**config.mk**
```make
export PLATFORM = sky130hd
export DESIGN_NAME = sha256_host_tx
export DESIGN_NICKNAME = d
export VERILOG_FILES = /design/src/rtl/sha256_pkg.sv /design/src/rtl/host_byte_ser.sv /design/src/rtl/sha256_host_tx.sv
export SDC_FILE = /design/constraint.sdc
export NUM_CORES = 1
export LEC_CHECK = 0
export BUFFER_PORTS_ARGS = -buffer_cell sky130_fd_sc_hd__buf_4
export CAP_MARGIN = 10
export CORE_MARGIN = 2
export CORE_UTILIZATION = 50
export CTS_CLUSTER_DIAMETER = 60
export DETAILED_ROUTE_END_ITERATION = 6
export PLACE_DENSITY_LB_ADDON = 0.2
export RECOVER_POWER = 100
export SYNTH_ARGS = -nofsm -noshare
export SYNTH_HDL_FRONTEND = slang
export SYNTH_SLANG_ARGS = --single-unit
```
**constraint.sdc**
```tcl
create_clock -name Clk -period 2.81 [get_ports Clk]
set_input_delay 0.562 -clock Clk [delete_from_list [all_inputs] [get_ports Clk]]
set_output_delay 0.562 -clock Clk [all_outputs]
set_load 0.03 [all_outputs]
```
**src/rtl/sha256_pkg.sv**
```systemverilog
// sha256_pkg
// Shared definitions for the SHA-256 UART link. The transmitter and the
// receive decoder both use these.
//   CMD_*          command byte codes carried at the end of each frame
//   CHAR_CR        frame terminator
//   hex_ascii()    nibble -> uppercase ASCII hex character
//   ser_state_t    byte serializer sequencing states
//   tx_state_t     frame-level transmitter states
package sha256_pkg;

    localparam logic [7:0] CMD_HASH        = 8'h01;
    localparam logic [7:0] CMD_READ_DIGEST = 8'h02;
    localparam logic [7:0] CMD_READ_HI     = 8'h03;
    localparam logic [7:0] CMD_READ_LO     = 8'h04;

    localparam logic [7:0] CHAR_CR = 8'h0D;

    // Index of the last character in a frame (chars are numbered from 0).
    localparam int CHUNK_CHARS    = 128;
    localparam int HASH_LAST_IDX  = 130;
    localparam int SHORT_LAST_IDX = 2;

    typedef enum logic [1:0] {
        SER_IDLE  = 2'd0,
        SER_START = 2'd1,
        SER_DATA  = 2'd2,
        SER_STOP  = 2'd3
    } ser_state_t;

    typedef enum logic {
        TX_IDLE  = 1'b0,
        TX_FRAME = 1'b1
    } tx_state_t;

    // 0-9 -> '0'..'9' (0x30..0x39), A-F -> 'A'..'F' (0x41..0x46).
    function automatic logic [7:0] hex_ascii(input logic [3:0] nib);
        logic [7:0] wide;
        wide = {4'h0, nib};
        if (nib < 4'd10) begin
            hex_ascii = 8'h30 + wide;
        end else begin
            hex_ascii = 8'h37 + wide;
        end
    endfunction

endpackage

```
**src/rtl/host_byte_ser.sv**
```systemverilog
// host_byte_ser
// 8N1 byte serializer: start bit (0), 8 data bits LSB first, stop bit (1),
// each held for BAUD_DIV clock cycles. Line idles high.
// Ports:
//   clk, reset   clock, synchronous active-high reset
//   load, data   byte hand-off from the frame controller
//   ready        serializer can take a byte at the coming clock edge
//   tx           UART line (registered)
//   state        current sequencing state, for observation
//
// Handshake: a byte is taken on a clock edge where load and ready are both
// high. ready is high while idle and also during the final cycle of a stop
// bit, so a byte loaded then starts its start bit on the very next cycle and
// consecutive bytes run back to back with no idle gap.
module host_byte_ser
    import sha256_pkg::*;
#(
    parameter int BAUD_DIV = 8
) (
    input  logic       clk,
    input  logic       reset,
    input  logic       load,
    input  logic [7:0] data,
    output logic       ready,
    output logic       tx,
    output ser_state_t state
);

    localparam int CW = (BAUD_DIV > 1) ? $clog2(BAUD_DIV) : 1;

    logic [CW-1:0] baud_cnt;
    logic [2:0]    bit_cnt;
    logic [7:0]    shreg;
    logic          last_baud;

    assign last_baud = (baud_cnt == CW'(BAUD_DIV - 1));
    assign ready     = (state == SER_IDLE) || ((state == SER_STOP) && last_baud);

    always_ff @(posedge clk) begin
        if (reset) begin
            state    <= SER_IDLE;
            tx       <= 1'b1;
            baud_cnt <= '0;
            bit_cnt  <= '0;
            shreg    <= '0;
        end else if (load && ready) begin
            state    <= SER_START;
            tx       <= 1'b0;
            baud_cnt <= '0;
            bit_cnt  <= '0;
            shreg    <= data;
        end else begin
            case (state)
                SER_IDLE: begin
                    tx <= 1'b1;
                end
                SER_START: begin
                    if (last_baud) begin
                        baud_cnt <= '0;
                        state    <= SER_DATA;
                        tx       <= shreg[0];
                    end else begin
                        baud_cnt <= baud_cnt + 1'b1;
                    end
                end
                SER_DATA: begin
                    if (last_baud) begin
                        baud_cnt <= '0;
                        if (bit_cnt == 3'd7) begin
                            bit_cnt <= '0;
                            state   <= SER_STOP;
                            tx      <= 1'b1;
                        end else begin
                            // shreg[0] is always the bit on the line.
                            bit_cnt <= bit_cnt + 3'd1;
                            shreg   <= shreg >> 1;
                            tx      <= shreg[1];
                        end
                    end else begin
                        baud_cnt <= baud_cnt + 1'b1;
                    end
                end
                SER_STOP: begin
                    // Final stop cycle without a new byte: drop to idle.
                    if (last_baud) begin
                        baud_cnt <= '0;
                        state    <= SER_IDLE;
                    end else begin
                        baud_cnt <= baud_cnt + 1'b1;
                    end
                end
                default: begin
                    state <= SER_IDLE;
                    tx    <= 1'b1;
                end
            endcase
        end
    end

endmodule

```
**src/rtl/sha256_host_tx.sv**
```systemverilog
// sha256_host_tx
// Host-side request transmitter for the SHA-256 UART link. Frames a command
// (and for CMD_HASH a 512-bit chunk) as uppercase ASCII hex terminated by CR
// and sends it as 8N1 UART.
//   CMD_HASH : 128 chunk chars (chunk[511:508] first), 2 cmd chars, CR
//   other    : 2 cmd chars, CR
// Ports:
//   Clk, Reset   clock, synchronous active-high reset
//   Start        request strobe, taken only while Busy=0
//   Command      command byte, latched on accept
//   Chunk        512-bit block, latched on accept
//   Tx           UART line, idles high
//   Busy         frame in progress
//   Done         one-cycle pulse after the final stop bit
module sha256_host_tx
    import sha256_pkg::*;
#(
    parameter int CLK_HZ   = 50_000_000,
    parameter int BAUD     = 115200,
    parameter int BAUD_DIV = CLK_HZ / BAUD
) (
    input  logic         Clk,
    input  logic         Reset,
    input  logic         Start,
    input  logic [7:0]   Command,
    input  logic [511:0] Chunk,
    output logic         Tx,
    output logic         Busy,
    output logic         Done
);

    tx_state_t    state;
    ser_state_t   ser_state;
    logic [7:0]   cmd_q;
    logic [511:0] chunk_q;   // shifted left one nibble per char sent
    logic [7:0]   idx;       // index of the char currently on the line
    logic [7:0]   last_idx;

    logic         ser_load;
    logic         ser_ready;
    logic [7:0]   ser_data;
    logic         accept;
    logic         next_char;

    logic [7:0]   sel_cmd;
    logic [3:0]   sel_nib;
    logic [7:0]   sel_idx;

    // Character at position i of the frame for command cmd; nib is the chunk
    // nibble belonging to that position.
    function automatic logic [7:0] char_at(input logic [7:0] cmd,
                                           input logic [3:0] nib,
                                           input logic [7:0] i);
        logic [7:0] tail;
        logic [7:0] ch;
        tail = (cmd == CMD_HASH) ? (i - 8'(CHUNK_CHARS)) : i;
        if ((cmd == CMD_HASH) && (i < 8'(CHUNK_CHARS))) begin
            ch = hex_ascii(nib);
        end else if (tail == 8'd0) begin
            ch = hex_ascii(cmd[7:4]);
        end else if (tail == 8'd1) begin
            ch = hex_ascii(cmd[3:0]);
        end else begin
            ch = CHAR_CR;
        end
        return ch;
    endfunction

    assign accept    = (state == TX_IDLE) && Start;
    assign next_char = (state == TX_FRAME) && ser_ready && (idx != last_idx);
    assign ser_load  = accept || next_char;

    // The next char is encoded combinationally so it is handed over on the
    // accept edge or the last stop-bit edge; loading costs no line time.
    // On accept, encode straight from the inputs since nothing is latched yet.
    always_comb begin
        sel_cmd = cmd_q;
        sel_nib = chunk_q[511:508];
        sel_idx = idx + 8'd1;
        if (state == TX_IDLE) begin
            sel_cmd = Command;
            sel_nib = Chunk[511:508];
            sel_idx = 8'd0;
        end
        ser_data = char_at(sel_cmd, sel_nib, sel_idx);
    end

    always_ff @(posedge Clk) begin
        if (Reset) begin
            state    <= TX_IDLE;
            Busy     <= 1'b0;
            Done     <= 1'b0;
            cmd_q    <= '0;
            chunk_q  <= '0;
            idx      <= '0;
            last_idx <= '0;
        end else begin
            Done <= 1'b0;
            case (state)
                TX_IDLE: begin
                    if (Start) begin
                        cmd_q    <= Command;
                        chunk_q  <= Chunk << 4;
                        idx      <= '0;
                        last_idx <= (Command == CMD_HASH) ? 8'(HASH_LAST_IDX)
                                                          : 8'(SHORT_LAST_IDX);
                        Busy     <= 1'b1;
                        state    <= TX_FRAME;
                    end
                end
                TX_FRAME: begin
                    if (ser_ready) begin
                        if (idx == last_idx) begin
                            state <= TX_IDLE;
                            Busy  <= 1'b0;
                            Done  <= 1'b1;
                            idx   <= '0;
                        end else begin
                            idx     <= idx + 8'd1;
                            chunk_q <= chunk_q << 4;
                        end
                    end
                end
                default: begin
                    state <= TX_IDLE;
                    Busy  <= 1'b0;
                end
            endcase
        end
    end

    host_byte_ser #(
        .BAUD_DIV (BAUD_DIV)
    ) u_ser (
        .clk   (Clk),
        .reset (Reset),
        .load  (ser_load),
        .data  (ser_data),
        .ready (ser_ready),
        .tx    (Tx),
        .state (ser_state)
    );

    // Serializer state is kept for observation only.
    logic ser_state_unused;
    assign ser_state_unused = ^ser_state;

endmodule

```
==> flow_metrics.py <==
metrics = {
    "status": {
        "status": "completed",
    },
    "floorplanning": {
        "ioPinCount": 526,
        "die_w_microns": 232,
        "core_sq_um": 51400,
        "start_util": 0.506,
        "die_area_sq_um": 53900,
        "rows": 83,
        "die_y_microns": 232,
    },
    "grt": {
        "track_usage": 0.247,
        "grt_pass1_vias": 20400,
        "grt_pass1_wl_microns": 107000,
        "gr-total-overflow": 0,
        "antenna_found_initial": 14,
        "grt_start_max_net_pins": 127,
    },
    "cts": {
        "cts_tree": "yes",
        "clk_pin_slew_worst_paths_ps": 60,
        "cts_buffers": 60,
        "cts_buffer_depth": 3,
        "cts_hold_buffers": 0,
        "htreeDepth": 2,
        "clock_latency_ps": 620,
        "cts_sinks": 551,
        "cts_root_buffer": "clkbuf_16",
    },
    "cells_and_area": {
        "fillers": 4315,
        "nets": 3576,
        "fin_area_sq_um": 32100,
        "drive_gt1_frac": 0.276,
        "syn_to_final_growth_pct": 23.4,
        "post-route-util": 0.625,
    },
    "setup_path": {
        "worstSetupPathType": "flip-flop to flip-flop",
        "reg2reg_setup_slack_ps": 30,
        "end_kind": "flip-flop",
        "crit_required_ps": 3320,
        "path_max_fanout": 7,
        "crit_path_end": "u_ser.shreg[5]",
        "crit_start": "state",
        "arrival_ps": 3300,
        "r2r_start": "state",
        "crit_path_start_kind": "flip-flop",
        "reg2reg_to": "u_ser.shreg[5]",
        "reg2reg_depth": 12,
    },
    "yosys": {
        "synth.top_cell.area_share": 0.424,
        "yosysMostFrequentCell": "dfxtp_1",
        "synth_edf_count": 0,
        "synth_async_sr_flop_share": 0,
        "ys_ff_latch": 551,
        "netlist_top_cells_count": "551 x dfxtp_1, 541 x nor2_1, 517 x mux2i_1",
        "netlist_area_sq_um": 26000,
        "ys.flop_type": "dfxtp_1",
        "yosysUniqueCellTypes": 65,
        "synth_nets": 3148,
        "ys_warn_count": 0,
        "syn_area_per_cell_sq_um": 9.98,
        "synthTopCellsByArea": "dfxtp_1 42%, mux2i_1 20%, a211oi_2 9.6%, a211oi_1 8.9%, nor2_1 7.8%",
        "yosysTopAreaCell": "dfxtp_1",
        "syn_inst": 2608,
        "yosysSeqAreaShare": 0.424,
    },
    "timing": {
        "worst_slew_pin_slew_ps": 1100,
        "hold_viol": 0,
        "whs_ps": 197,
        "period_needed_ps": 2780,
        "setup_violations": 0,
        "slew_viol_final": 0,
        "fin_worst_skew_ps": 28.2,
        "relSlewSlack": 0.269,
        "fin_crit_sh": 0.990,
        "fmax_mhz": 359,
    },
    "hold_path": {
        "min_path_type": "primary input to flip-flop",
    },
    "drt": {
        "vias": 20800,
        "drtIter0Drc": 1168,
        "drtAntennaViolNets": 0,
        "drc_errors": 0,
        "drt-vias-per-instance": 5.50,
        "wl_microns": 69600,
        "routedWlPerCell_microns": 18.4,
        "drt_first_pass_iters": 5,
    },
    "place": {
        "portBuffers": 525,
        "hpwl_microns": 49400,
        "dpl_cell_area_sq_um": 30500,
        "place.gp.congestion": 0.848,
    },
    "job": {
        "cap_violations": 0,
    },
    "power": {
        "ir_drop_mv": 0.585,
        "power_uw": 22400,
        "p_per_area_nw_per_um2": 699,
        "leakagePower_uw": 0.0128,
    },
}
[cells by family after synthesis]
group	share of synthesized area
xor gates and xnor gates	0.00572
DFF	0.424
and+or+nand+nor	0.0994
AOI/OAI and AO/OA	0.210
muxes	0.201
buffers and inverters	0.0528
adders and majority gates	0.00817
[worst min path at each step]
stage	from	endpoint	slack (ps)	depth (start not counted)
6_report	Reset	chunk_q[509]	200	2
3_3_place_gp	chunk_q[6]	chunk_q[6]	440	2
2_1_floorplan	chunk_q[4]	chunk_q[4]	430	2
4_1_cts	Reset	chunk_q[509]	160	2
5_1_grt	Reset	chunk_q[509]	190	2
3_5_place_dp	chunk_q[6]	chunk_q[6]	440	2
[flip-flops by register name, indices dropped and copies added (netlist names), 2 cells and up]
name            cells
u_ser.baud_cnt      9
u_ser.state         2
last_idx            2
chunk_q           508
cmd_q               8
u_ser.bit_cnt       3
idx                 8
u_ser.shreg         7
[metal layers]
layer | GRT usage | part of all wire | vias to the layer above
li1 | - | - | 10400
met2 | 0.406 | 0.47 | 482
met4 | 0.0960 | 0.032 | 14
met5 | 0 | 0.0014 | -
met1 | 0.300 | 0.42 | 9714
met3 | 0.0780 | 0.077 | 138
[where the power goes]
group          switching (uW)  internal, uW
sequential                594          8890
combinational            2800          2440
clock                    3220          4500
total                    6610         15800
[cell usage in the layout (no fill, tap or decap), drive strengths merged, types with 4 or more instances in the layout]
master,n
nand4,4
a21oi,42
a31oi,8
dfxtp,551
mux2i,517
a311oi,4
nor2,541
xor2,6
o21ai,13
inv,11
nand3,17
a31o,4
a211oi,509
clkinv,9
o31ai,4
ha,17
nor3,12
buf,589
mux2,4
nand2,45
clkbuf,116
nor2b,5
diode,7
xnor2,11
[worst max-delay path: stages, from the launching register on]
cell      delay, ps
dfxtp_4         350
clkbuf_4        180
mux2i_2         280
ha_2            220
nand3_2         100
nor2_4          150
ha_4            210
nor2b_4         120
and3_1          170
or2_1           240
a32oi_4         330
nor3_1           90
o31a_1          260
[area by class of cell]
class                   count  area, sq um  area share
multi-input cells        1806        13400       0.418
flip-flops and latches    551        11000       0.344
repair buffers            610         4840       0.151
clock buffers              95         1770      0.0552
well taps                 680          851      0.0265
clock inverters            17          160     0.00499
inverters                   7         26.3    0.000818
diodes                      7         17.5    0.000545
[through the flow]
step                      setup slack, ps  instances  setup TNS, ps
after global placement               -101       3651           -501
after detailed placement             -162       3651           -922
after global routing                -44.5       3772           -175
after floorplan                     -61.6       2608           -238
final                                27.7       3773              0
after CTS                            16.9       3763              0
[what timing repair did]
action	CTS	global route
buffers inserted	0	3
endpoints found under the setup margin	0	7
gates resized for setup	0	23
Note: power is estimated with default switching activity, not from simulation.
